==> config.mk <==
export PLATFORM = sky130hd
export DESIGN_NAME = t06_apple_eat_detect
export DESIGN_NICKNAME = d
export VERILOG_FILES = /design/src/rtl/t06_apple_eat_detect.sv
export SDC_FILE = /design/constraint.sdc
export NUM_CORES = 1
export LEC_CHECK = 0
export CAP_MARGIN = 20
export CELL_PAD_IN_SITES_DETAIL_PLACEMENT = 0
export CELL_PAD_IN_SITES_GLOBAL_PLACEMENT = 2
export CORE_MARGIN = 1.5
export CORE_UTILIZATION = 33
export CTS_CLUSTER_SIZE = 8
export DETAILED_ROUTE_END_ITERATION = 8
export PLACE_DENSITY = 0.76
export SLEW_MARGIN = 5
export SYNTH_ARGS = -nofsm -noshare
export SYNTH_HDL_FRONTEND = slang
export SYNTH_SLANG_ARGS = --single-unit
==> constraint.sdc <==
create_clock -name system_clk -period 2.8 [get_ports system_clk]
set_input_delay 0.56 -clock system_clk [delete_from_list [all_inputs] [get_ports system_clk]]
set_output_delay 0.56 -clock system_clk [all_outputs]
set_load 0.02 [all_outputs]
==> src/rtl/t06_apple_eat_detect.sv <==
// rtl/t06_apple_eat_detect.sv - apple eat detection, growth bookkeeping, BCD score and win flag
module t06_apple_eat_detect #(
  parameter int MAX_LENGTH     = 30,
  parameter int INIT_LENGTH    = 2,
  parameter int GROW_PER_APPLE = 1,
  parameter int LEN_W          = 5,
  parameter int STALE_TICKS    = 15
) (
  input  logic             system_clk,
  input  logic             nreset,
  input  logic             game_active,
  input  logic             move_tick,
  input  logic [3:0]       snake_head_x,
  input  logic [3:0]       snake_head_y,
  input  logic [7:0]       apple_location,
  output logic             good_collision,
  output logic             grow,
  output logic [LEN_W-1:0] snake_length,
  output logic [7:0]       score_bcd,
  output logic             win
);

  localparam int STALE_W = $clog2(STALE_TICKS + 1);
  localparam logic [LEN_W-1:0]   MAX_LEN_L  = LEN_W'(MAX_LENGTH);
  localparam logic [LEN_W-1:0]   INIT_LEN_L = LEN_W'(INIT_LENGTH);
  localparam logic [STALE_W-1:0] STALE_L    = STALE_W'(STALE_TICKS);
  localparam logic [3:0]         GROW_L     = 4'(GROW_PER_APPLE);

  typedef enum logic [1:0] {S_IDLE, S_ARMED, S_EATEN, S_WIN} state_t;

  state_t             r_state;
  logic               r_gc;
  logic               r_grow;
  logic [LEN_W-1:0]   r_len;
  logic [7:0]         r_score;
  logic               r_win;
  logic [2:0]         r_grow_owed;
  logic [STALE_W-1:0] r_stale_cnt;
  logic [7:0]         r_eaten_loc;

  logic               w_hit;
  logic               w_eat;
  logic               w_consume;
  logic [3:0]         w_owed_sum;
  logic [2:0]         w_owed_next;
  logic [LEN_W-1:0]   w_len_inc;
  logic [STALE_W-1:0] w_stale_inc;
  logic [7:0]         w_score_next;
  logic               w_reach_max;

  assign good_collision = r_gc;
  assign grow           = r_grow;
  assign snake_length   = r_len;
  assign score_bcd      = r_score;
  assign win            = r_win;

  assign w_hit       = move_tick && ({snake_head_y, snake_head_x} == apple_location);
  assign w_eat       = (r_state == S_ARMED) && w_hit;
  // The grow decision looks at the pre-eat owed count, so a fresh apple grows on a later tick.
  assign w_consume   = move_tick && (r_grow_owed != 3'd0) && (r_len < MAX_LEN_L);
  assign w_owed_sum  = {1'b0, r_grow_owed} + (w_eat ? GROW_L : 4'd0) - (w_consume ? 4'd1 : 4'd0);
  assign w_owed_next = (w_owed_sum > 4'd7) ? 3'd7 : w_owed_sum[2:0];
  assign w_len_inc   = r_len + 1'b1;
  assign w_stale_inc = r_stale_cnt + 1'b1;
  assign w_reach_max = w_consume && (w_len_inc == MAX_LEN_L);

  // BCD increment of the score, holding at 99
  always_comb begin
    w_score_next = r_score;
    if (r_score != 8'h99) begin
      if (r_score[3:0] == 4'd9) begin
        w_score_next = {r_score[7:4] + 4'd1, 4'd0};
      end else begin
        w_score_next = {r_score[7:4], r_score[3:0] + 4'd1};
      end
    end
  end

  // Game FSM with registered pulses, growth counters, score and win
  always_ff @(posedge system_clk or negedge nreset) begin
    if (!nreset) begin
      r_state     <= S_IDLE;
      r_gc        <= 1'b0;
      r_grow      <= 1'b0;
      r_len       <= INIT_LEN_L;
      r_score     <= 8'h00;
      r_win       <= 1'b0;
      r_grow_owed <= 3'd0;
      r_stale_cnt <= '0;
      r_eaten_loc <= 8'h00;
    end else begin
      r_gc   <= 1'b0;
      r_grow <= 1'b0;
      if ((r_state != S_IDLE) && !game_active) begin
        r_state     <= S_IDLE;
        r_len       <= INIT_LEN_L;
        r_score     <= 8'h00;
        r_win       <= 1'b0;
        r_grow_owed <= 3'd0;
        r_stale_cnt <= '0;
        r_eaten_loc <= 8'h00;
      end else begin
        case (r_state)
          S_IDLE: begin
            if (game_active) r_state <= S_ARMED;
          end
          S_ARMED, S_EATEN: begin
            r_grow_owed <= w_owed_next;
            if (w_consume) begin
              r_grow <= 1'b1;
              r_len  <= w_len_inc;
            end
            if (w_eat) begin
              r_gc        <= 1'b1;
              r_eaten_loc <= apple_location;
              r_stale_cnt <= '0;
              r_score     <= w_score_next;
              r_state     <= S_EATEN;
            end else if (r_state == S_EATEN) begin
              if (apple_location != r_eaten_loc) begin
                r_state     <= S_ARMED;
                r_stale_cnt <= '0;
              end else if (move_tick) begin
                if (w_stale_inc == STALE_L) begin
                  r_state     <= S_ARMED;
                  r_stale_cnt <= '0;
                end else begin
                  r_stale_cnt <= w_stale_inc;
                end
              end
            end
            if (w_reach_max) begin
              r_win   <= 1'b1;
              r_state <= S_WIN;
            end
          end
          default: begin
          end
        endcase
      end
    end
  end

endmodule

# Yosys cells after proc, flatten, opt, wreduce, memory -nomap -nowiden
# Index checks and enable logic that the tools add are counted.
# totals
regBits	33
latch_bits	0
ram_bits	0
romBits	0
out_inout_bits	16
word_cells	98
memories	0
# op_classes
addsub	6
n_mul	0
div_mod_pow	0
n_lt_le_gt_ge	2
eq_ne	12
n_shift	0
n_mux	41
bitwise_logic	0
n_reduce_logical	27
# op_table
cell	count
$mux W8	8
$mux W4	7
$mux W2	8
$mux W5	3
$reduce_bool A2 Y1	7
$add A4 B1 Y4 const B	3
$ne A6 B6 Y1 const B	2
$mux W1	11
$mux W3	3
$reduce_bool A3 Y1	3
$eq A4 B4 Y1 const B	2
$eq A8 B8 Y1	1
$ne A8 B8 Y1	1
$ne A8 B8 Y1 const B	1
$logic_and A1 B1 Y1	6
$reduce_and A2 Y1	3
$reduce_and A3 Y1	2
$add A5 B1 Y5 const B	1
$eq A5 B5 Y1 const B	1
$lt A5 B5 Y1 const B	1
$ne A5 B5 Y1 const B	1
$reduce_and A5 Y1	1
$add A3 B1 Y4	1
$gt A4 B3 Y1 const B	1
10 further kinds	10

# Logic depth before layout (Yosys ltp)
# depth
depth_word	10
ltp_mapped	14

# Worst setup path after synthesis
# OpenSTA, ideal clock, no wires.
# synth_path
path_kind	input to register
start	input port snake_head_y[2]
end	register r_grow_owed[2]
arrival_ns	2.562
slack_ns	0.106
stages	13
path_buffers	0
path_cell_list	xnor2_1 nand3_1 nor4_2 inv_2 ha_1 inv_1 ha_1 inv_1 fa_1 xor2_1 nand2_1 o22ai_1 nor2_1
# synth_via
elab_chain_len	10
# synth_rtl
element	line	text
from (decl)	14	input logic [3:0] snake_head_y,
$eq A8 B8 Y1 (*)	57	assign w_hit = move_tick && ({snake_head_y, snake_head_x} == apple_location);
$logic_and A1 B1 Y1 (*)	57	
$logic_and A1 B1 Y1 (*)	58	assign w_eat = (r_state == S_ARMED) && w_hit;
$mux W1 (*)	61	assign w_owed_sum = {1'b0, r_grow_owed} + (w_eat ? GROW_L : 4'd0) - (w_consume ? 4'd1 : 4'd0);
$add A3 B1 Y4 (*)	61	
$sub A4 B1 Y4 (*)	61	
$gt A4 B3 Y1	62	assign w_owed_next = (w_owed_sum > 4'd7) ? 3'd7 : w_owed_sum[2:0];
$mux W3 (*)	62	
$mux W3 (*)	103	case (r_state)
$mux W3 (*)	94	if ((r_state != S_IDLE) && !game_active) begin
to (signal assigned)	108	r_grow_owed <= w_owed_next;
to (decl)	37	logic [2:0] r_grow_owed;
# Mark *: on every way between the ends. The rest lies on a longest branch, timed or not. The select of a mux whose other input is x is not followed.
# A chain may end at the register's enable or synchronous reset.

# Worst setup path in the final report
# layout_path
start	input port apple_location[6]
end	register r_grow_owed[1]
# layout_via
elab_chain_len	10
# layout_rtl
element	line	text
from (decl)	15	input logic [7:0] apple_location,
$eq A8 B8 Y1 (*)	57	
$logic_and A1 B1 Y1 (*)	57	
$logic_and A1 B1 Y1 (*)	58	
$mux W1 (*)	61	
$add A3 B1 Y4 (*)	61	
$sub A4 B1 Y4 (*)	61	
$gt A4 B3 Y1	62	
$mux W3 (*)	62	
$mux W3 (*)	103	
$mux W3 (*)	94	
# Marked as above.

==> run summary <==
Sink Count: 33
Antenna Violating Nets Remaining: 0
Final Net Count: 335
CTS Buffer Depth: 2
vias in the first global route: 1862
placed insts: 368
Worst Reg-to-Reg Cells: 14
grt ovf: 0
Sequential Area: 827 sq um
crit path to: r_grow_owed[1]
Arr. time, crit path: 2.79 ns
FP Rows: 29
detailed-route vias per instance: 4.92
Max-slew headroom: 69.8%
Crit. End Element: flop
Final period util: 93.9%
mean routed wirelength per cell: 13.5 microns
DRT Pass-1 Iters: 4
DP HPWL: 3690 microns
Slew Limit Fails: 0
synthesis-stage register bit count: 33
max-cap violations: 0
Mapped Cells: 234
Seq/Total Area, Yosys: 37.7%
# DRC: 0
CP max stage delay: 0.51 ns
largest fanout on the critical path: 2
Synth area leaders: dfrtp_1, ha_1, nand2_1
fill count: 616
IO Pins: 36
startpoint types: input pin
routed via count: 1856
CTS tree: done
Crit Path Category: input pin to flop
cell mode on critical path: inv_1
peak supply drop: 0.384 mV
Critical-path top delay cell: fa_2
launching point of the worst reg2reg path: r_state[1]
total CTS buffers: 5
Routed WL: 5070 microns
Syn. warnings: 0
FFs w/ async S/R, synth: 100%
run status: completed
Clock transition at path regs: 0.07 ns
die height: 84.5 microns
worst skew pair latency: 0.28 ns
Tightest Pin Transition: 0.453 ns
GPL Wtd Cong: 0.736
first-pass GRT wire length: 8770 microns
gr usage total: 15.2%
highest clock rate: 0.380 GHz
Hold Crit Class: flop to flop
ANT cells: 0
Root Driver: clkbuf_8
ys flop type: dfrtp_1
Leak: 1.38 nW
# setup viols final: 0
initial DRC count: 68
H-tree depth: 2
die area: 7140 sq um
EDFF count, synth: 0
share of the synthesized area in the top cell type: 36.6%
worst-path cell chain: clkdlybuf4s15_1 > xnor2_2 > nand3_2 > nor4_4 > buf_4 > inv_2 > ha_1 > inv_1 > ha_2 > inv_1 > fa_2 > nand2_1 > o22ai_1 > nor2_1
Final WS setup: 0.171 ns
final std cells w/o fill: 377
Post-synth top cells: dfrtp_1, nand2_1, nor2_1
setup repair after global routing missed its margin: false
Setup Skew: 0.00896 ns
initial antenna violation count: 0
post-synthesis net count: 270
Pwr Density: 609 nW/um^2
Setup crit start: apple_location[6]
hold-fix buffers at CTS: 0
leading area contributor after synthesis: dfrtp_1
Hold Fails Final Rpt: 0
Die X: 84.5 microns
Initial Utilization: 34.3%
R2R Path End: r_grow_owed[1]
min Tclk post-route: 2.63 ns
PortBufs: 35
Worst Path Required: 2.96 ns
layout cells sized above 1: 25.3%
core footprint: 6390 sq um
Area Growth Syn to Fin: 36.2%
largest net degree at the start of global routing: 34
post-synthesis cell type count: 54
Power Total: 0.00182 W
R2R setup slack: 0.35 ns
mapped cell area: 2190 sq um
pre-CTS setup slack: -0.467 ns
synthesized area per cell: 9.36 sq um
area of the multi-input gates: 1350 sq um
==> cells in the final DEF, fill, tap and decap left out, types with 9 or more instances in the layout <==
| cell | n |
|---|---|
| a21oi_1 | 16 |
| nand2_1 | 32 |
| dfrtp_1 | 32 |
| nor2_1 | 21 |
| clkdlybuf4s50_1 | 19 |
| xor2_1 | 10 |
| clkbuf_2 | 9 |
| inv_1 | 13 |
| buf_4 | 29 |
| ha_1 | 14 |
==> metrics by stage <==
stage               hold WS [ns]  setup TNS, ns  area (sq um)  util (%)
finish                     0.537              0          2980      46.7
global route               0.571              0          2980      46.7
CTS                        0.541              0          2980      46.6
detailed placement         0.522          -1.39          2830      44.2
global placement           0.520          -1.23          2830      44.2
floorplan                  0.264              0          2190         -
==> report_power, final <==
group,leakage [nW],internal [W],switching [W]
clock network,0.0574,0.000289,0.000184
logic,0.876,0.000337,0.000394
registers,0.446,0.000537,0.0000761
total,1.38,0.00116,0.000654
==> worst max-delay path: cells and delay by family <==
family / cells / cell delay (ns)
AO/OA/AOI/OAI: 1 / 0.11
XOR/XNOR: 1 / 0.19
adder cells (fa/ha/maj): 3 / 0.92
buffers and inverters: 5 / 0.50
AND/OR/NAND/NOR: 4 / 0.50
==> state kept, by name, indices dropped and copies added (netlist names) <==
| signal | cells |
|---|---|
| r_eaten_loc | 8 |
| score_bcd | 8 |
| snake_length | 5 |
| r_stale_cnt | 4 |
| r_grow_owed | 3 |
| r_state | 2 |
| good_collision | 1 |
| grow | 1 |
| win | 1 |
==> what timing repair did <==
action | 4_1_cts | 5_1_grt
gates resized for setup | 16 | 30
endpoints found under the hold margin | 0 | 0
setup endpoints to repair | 3 | 3
pin swaps | 9 | 14
buffers inserted | 1 | 0
==> worst min-delay path by stage <==
stage                    from        endpoint  slack [ns]  cells after the start
2_1_floorplan          nreset  good_collision        0.26                      0
3_3_place_gp   r_eaten_loc[6]  r_eaten_loc[6]        0.52                      2
3_5_place_dp              win             win        0.52                      1
4_1_cts        r_eaten_loc[5]  r_eaten_loc[5]        0.54                      2
5_1_grt                   win             win        0.57                      1
6_report       r_eaten_loc[1]  r_eaten_loc[1]        0.54                      2
==> layout make-up <==
| cell class | count | share of cell area, % |
|---|---|---|
| well taps | 77 | 3.23 |
| clock inverters | 2 | 1.26 |
| clock buffers | 6 | 2.77 |
| repair buffers | 64 | 17.9 |
| flip-flops and latches | 33 | 27.7 |
| inverters | 14 | 1.76 |
| multi-input cells | 181 | 45.3 |
==> layer usage <==
metal	vias to the layer above	GRT usage, %	wire length, microns
li1	935	-	-
met3	4	3.93	180
met2	23	24.3	2370
met1	894	20.9	2480
met4	0	3.52	36
met5	-	0	0
==> kinds of logic after synthesis <==
group	synth area share, %
AND/OR/NAND/NOR	21.9
XOR/XNOR	11.6
flip-flops	37.8
adder cells (fa/ha/maj)	9.48
multiplexers	2.46
buffers and inverters	3.83
AO/OA/AOI/OAI	13.0
Note: power is estimated with default switching activity, not from simulation.
